--- src/rtl/sem_pkg.sv ---
// Shared helpers and defaults for the semaphore FIFO connector.
// Width functions keep the level and pointer sizing consistent between modules.
package sem_pkg;

    localparam int unsigned SEM_DEFAULT_WIDTH = 8;
    localparam int unsigned SEM_DEFAULT_DEPTH = 4;

    function automatic int unsigned sem_cw(input int unsigned depth);
        return $clog2(depth + 1);
    endfunction

    // Pointer width; a single-entry FIFO still needs a 1-bit pointer.
    function automatic int unsigned sem_pw(input int unsigned depth);
        return (depth > 1) ? $clog2(depth) : 1;
    endfunction

    typedef logic [sem_cw(SEM_DEFAULT_DEPTH)-1:0] sem_level_t;

endpackage

--- src/rtl/sem_fifo_ptr.sv ---
// Circular FIFO pointer: advances on inc, wraps from DEPTH-1 to 0, clr has priority.
module sem_fifo_ptr
    import sem_pkg::*;
#(
    parameter int unsigned DEPTH = SEM_DEFAULT_DEPTH
) (
    input  logic                     clk_s,
    input  logic                     rst_s,
    input  logic                     clr,
    input  logic                     inc,
    output logic [sem_pw(DEPTH)-1:0] ptr
);

    localparam int unsigned PW = sem_pw(DEPTH);

    logic [PW-1:0] ptr_q, ptr_d;

    always_comb begin
        ptr_d = ptr_q;
        if (clr) begin
            ptr_d = '0;
        end else if (inc) begin
            ptr_d = (ptr_q == PW'(DEPTH - 1)) ? '0 : ptr_q + PW'(1);
        end
    end

    always_ff @(posedge clk_s or posedge rst_s) begin
        if (rst_s) begin
            ptr_q <= '0;
        end else begin
            ptr_q <= ptr_d;
        end
    end

    assign ptr = ptr_q;

endmodule

--- src/rtl/sem_fifo_connector.sv ---
// First-word-fall-through FIFO between a semaphore producer (A) and consumer (B),
// with fill level, almost-full, sticky overflow and synchronous flush.
module sem_fifo_connector
    import sem_pkg::*;
#(
    parameter int unsigned WIDTH       = SEM_DEFAULT_WIDTH,
    parameter int unsigned DEPTH       = SEM_DEFAULT_DEPTH,
    parameter int unsigned AFULL_LEVEL = DEPTH - 1
) (
    input  logic                     clk_s,
    input  logic                     rst_s,
    input  logic                     sema_flush_i_s,
    input  logic                     sema_write_o_s_A,
    input  logic [WIDTH-1:0]         sema_data_o_s_A,
    output logic                     sema_is_empty_i_s_A,
    output logic                     sema_valid_i_s_B,
    output logic [WIDTH-1:0]         sema_data_i_s_B,
    input  logic                     sema_ready_o_s_B,
    output logic [sem_cw(DEPTH)-1:0] sema_level_o_s,
    output logic                     sema_afull_o_s,
    output logic                     sema_overflow_o_s
);

    localparam int unsigned CW = sem_cw(DEPTH);
    localparam int unsigned PW = sem_pw(DEPTH);

    logic [WIDTH-1:0] mem_q [DEPTH];
    logic [CW-1:0]    count_q, count_d;
    logic             ovf_q, ovf_d;
    logic [PW-1:0]    wr_ptr, rd_ptr;
    logic             full, not_empty, push, pop;

    // Space and valid come only from the registered count, so a same-cycle pop
    // never opens room for a write.
    always_comb begin
        full      = (count_q == CW'(DEPTH));
        not_empty = (count_q != '0);
        push      = sema_write_o_s_A && !full && !sema_flush_i_s;
        pop       = sema_ready_o_s_B && not_empty && !sema_flush_i_s;

        count_d = count_q;
        if (sema_flush_i_s) begin
            count_d = '0;
        end else if (push && !pop) begin
            count_d = count_q + CW'(1);
        end else if (pop && !push) begin
            count_d = count_q - CW'(1);
        end

        ovf_d = ovf_q;
        if (sema_flush_i_s) begin
            ovf_d = 1'b0;
        end else if (sema_write_o_s_A && full) begin
            ovf_d = 1'b1;
        end
    end

    always_ff @(posedge clk_s or posedge rst_s) begin
        if (rst_s) begin
            count_q <= '0;
            ovf_q   <= 1'b0;
        end else begin
            count_q <= count_d;
            ovf_q   <= ovf_d;
        end
    end

    always_ff @(posedge clk_s) begin
        if (push) begin
            mem_q[wr_ptr] <= sema_data_o_s_A;
        end
    end

    sem_fifo_ptr #(
        .DEPTH (DEPTH)
    ) u_wr_ptr (
        .clk_s (clk_s),
        .rst_s (rst_s),
        .clr   (sema_flush_i_s),
        .inc   (push),
        .ptr   (wr_ptr)
    );

    sem_fifo_ptr #(
        .DEPTH (DEPTH)
    ) u_rd_ptr (
        .clk_s (clk_s),
        .rst_s (rst_s),
        .clr   (sema_flush_i_s),
        .inc   (pop),
        .ptr   (rd_ptr)
    );

    assign sema_is_empty_i_s_A = !full;
    assign sema_valid_i_s_B    = not_empty;
    assign sema_data_i_s_B     = not_empty ? mem_q[rd_ptr] : '0;
    assign sema_level_o_s      = count_q;
    assign sema_afull_o_s      = (count_q >= CW'(AFULL_LEVEL));
    assign sema_overflow_o_s   = ovf_q;

endmodule

--- config.mk ---
export PLATFORM = sky130hd
export DESIGN_NAME = sem_fifo_connector
export DESIGN_NICKNAME = d
export VERILOG_FILES = /design/src/rtl/sem_pkg.sv /design/src/rtl/sem_fifo_ptr.sv /design/src/rtl/sem_fifo_connector.sv
export SDC_FILE = /design/constraint.sdc
export NUM_CORES = 1
export LEC_CHECK = 0
export ABC_AREA = 1
export BUFFER_PORTS_ARGS = -buffer_cell sky130_fd_sc_hd__buf_2
export CORE_ASPECT_RATIO = 0.8
export CORE_UTILIZATION = 45
export CTS_BUF_LIST = sky130_fd_sc_hd__clkbuf_16
export CTS_CLUSTER_DIAMETER = 150
export DETAILED_ROUTE_END_ITERATION = 16
export GPL_TIMING_DRIVEN = 1
export HOLD_SLACK_MARGIN = 0.03
export PLACE_DENSITY = 0.66
export SETUP_SLACK_MARGIN = 0.2
export SYNTH_ARGS = -nofsm -noshare
export SYNTH_HDL_FRONTEND = slang
export SYNTH_SLANG_ARGS = --single-unit
--- constraint.sdc ---
create_clock -name clk_s -period 3.1 [get_ports clk_s]
set_input_delay 0.62 -clock clk_s [delete_from_list [all_inputs] [get_ports clk_s]]
set_output_delay 0.62 -clock clk_s [all_outputs]
set_load 0.01 [all_outputs]
==> impl_metrics.ini <==
[synthesis]
synth_top_family_by_area = simple AND/OR/NAND/NOR gates
synth_area_leaders = edfxtp_1 (53%), dfrtp_1 (11%), nor2_1 (7.9%)
synthAdderAreaFrac = 0.04561
synth.avg_cell_area_um2 = 10.91
synth_largest_area_cell = edfxtp_1
yosysTopAreaCellShare = 0.5308
ys_ff_latch = 40
syn-cell-area_mm2 = 0.001810
synth_nets = 185
synthSimpleGateAreaFrac = 0.1555
synth_mux_area_frac = 0
yosys_warnings = 0
synth_xor_area_frac = 0.004838
synth_compound_area_frac = 0.09537
synthCells = 166
ys_types = 23
seq_area_frac_synth = 0.6413

[finish]
fin_cells = 253
diodes = 0
layout_common_cells = nor2_1 (38), edfxtp_1 (32), buf_2 (27)
drive_gt1_frac = 0.2525
syn_to_final_growth_pct = 19.70
fillers = 320
nets = 216
fin_area_mm2 = 0.002167
mostFrequentLayoutCell = nor2_1

[routing]
routed_wl_mm = 3.375
drtPass1Iterations = 4
initialDrtViolationCount = 78
ant_nets = 0
drcViolationCount = 0
wire_per_inst_um = 13.34
vias = 1215
vias_per_cell = 4.802

[power]
power_leakage_uw = 0.0009045
fin_total_pwr_uw = 1797
cellPowerDensity_mw_per_mm2 = 829.1
vdd_drop_max_v = 0.0004149

[critical_path]
r2r_start = sema_level_o_s[0]$_DFFE_PP0P_
required_ns = 2.48
rr_worst_depth = 11
end_kind = primary output
critPathMaxFanout = 19
rrSetupSlack_ns = 1.22
r2r-end = sema_level_o_s[2]$_DFFE_PP0P_
start_kind = flip-flop
path_class = flip-flop to primary output
cp_data_arrival_time_ns = 1.84

[clock_tree]
root_buffer = clkbuf_16
cts_resized = 0
worstSkewPairLatency_ns = 0.27
clkSinkCount = 40
clock_path_buffers = 2
cts_tree = built
cts_hold_buf = 0
clkTransAtPathRegs_ns = 0.06
numCtsBuffers = 5
htree_levels = 2
post-cts-setup-buffers = 0

[placed_design]
gp_congestion = 0.8107
place_area_mm2 = 0.002003
post-place-ws_ns = 0.9179
io_buffers = 27
place_inst = 245
dp_hpwl_mm = 2.336

[sta]
skew_ns = 0.002501
fin_crit_sh = 0.7921
setup_viol = 0
fin_setup_tns_ns = 0
post-route-min-period_ns = 2.456
tightest_slew_ns = 0.8011
hold_viol = 0
slew_headroom = 0.4640
rsz0062_at_grt = no
slew_violations = 0
finalWorstSetupSlack_ns = 0.6444
fmax_mhz = 407.2

[global_route]
antenna_found_initial = 0
globalRoute.totalOverflow = 0
grt_max_degree = 20
grt_pass1_wl_mm = 5.768
track_usage = 0.1849
grt_pass1_vias = 1195

[die]
die_y_um = 58.74
row_count = 20
start_util = 0.4729
die_x_um = 72.92
die-area_mm2 = 0.004283
ios = 28
coreArea_mm2 = 0.003829

[flow_run]
maxCapViolCount = 0

[run_status]
outcome = complete, no violations

[min_path]
min_path_type = input port to asynchronous set/reset pin
[power by group]
part,leakage [uW],internal [uW],switching (uW),total (uW)
Combinational,0.000423,198,335,533
Clock,0.0000850,375,185,560
Sequential,0.000396,635,69.3,704
Total,0.000905,1210,589,1800
[metrics by stage]
step	hold WS [ns]	utilization
4_1_cts	0.2917	0.5660
3_3_place_gp	0.5094	0.5232
6_report	0.2838	0.5660
5_1_grt	0.3164	0.5660
2_1_floorplan	0.4357	-
3_5_place_dp	0.5066	0.5232
[flip-flops by register name, indices dropped and copies added (netlist names)]
name and flops:
mem_q 32, sema_level_o_s 3, u_rd_ptr.ptr 2, u_wr_ptr.ptr 2, sema_overflow_o_s 1
[cell families (layout without fill, tap and decap cells)]
logic type / Yosys count / in the layout
buffers and inverters: 23 / 55
AND/OR/NAND/NOR: 62 / 62
AO/OA/AOI/OAI: 34 / 34
adder cells (fa/ha/maj): 6 / 6
flip-flops: 40 / 40
XOR/XNOR: 1 / 1
[worst max-delay path by stage]
stage	startpoint	endpoint	slack, ns	cells past startpoint
6_report	u_rd_ptr.ptr[0]$_DFFE_PP0P_	sema_data_i_s_B[3]	0.64	4
5_1_grt	u_rd_ptr.ptr[0]$_DFFE_PP0P_	sema_data_i_s_B[7]	0.47	4
4_1_cts	u_rd_ptr.ptr[0]$_DFFE_PP0P_	sema_data_i_s_B[3]	0.62	4
3_5_place_dp	u_rd_ptr.ptr[0]$_DFFE_PP0P_	sema_data_i_s_B[3]	0.92	4
3_3_place_gp	u_rd_ptr.ptr[0]$_DFFE_PP0P_	sema_data_i_s_B[1]	0.97	4
2_1_floorplan	sema_flush_i_s	sema_level_o_s[2]$_DFFE_PP0P_	1.28	10
[worst max-delay path: stages (launching register included)]
cell,delay [ns]
dfrtp_1,0.77
inv_2,0.29
o21ai_0,0.25
a21oi_1,0.10
buf_2,0.15
[metal layers]
metal | global-route usage | share of wire | wire length (um) | vias to the layer above
met3 | 0.04281 | 0.033 | 113 | 5
met5 | 0 | 0 | 0 | -
met2 | 0.2724 | 0.47 | 1576 | 22
met1 | 0.2689 | 0.49 | 1651 | 573
met4 | 0.06723 | 0.010 | 34 | 0
li1 | - | - | - | 615
[final cells by class]
| cell class | count | area, um^2 | share of cell area |
|---|---|---|---|
| sequential | 40 | 1161 | 0.5358 |
| timing repair buffer | 28 | 142.6 | 0.06582 |
| tap | 55 | 68.82 | 0.03176 |
| clock inverter | 3 | 38.79 | 0.01790 |
| multi-input combinational | 103 | 545.5 | 0.2517 |
| inverter | 19 | 85.08 | 0.03926 |
| clock buffer | 5 | 125.1 | 0.05774 |
[synthesized netlist by cell type]
library cell / count
xnor2_1: 1
clkbuf_1: 1
ha_1: 5
buf_2: 3
nand3_4: 1
fa_1: 1
dfrtp_1: 8
nor2_2: 1
inv_2: 5
nor2_1: 38
o21ai_0: 11
a21oi_1: 10
nand2_2: 5
nand3_2: 1
inv_1: 13
or2_1: 1
a21boi_1: 1
nand2_4: 1
nand2_1: 11
bufinv_8: 1
edfxtp_1: 32
o21ai_1: 12
nand3_1: 3
Power figures use the tool's default switching activity.
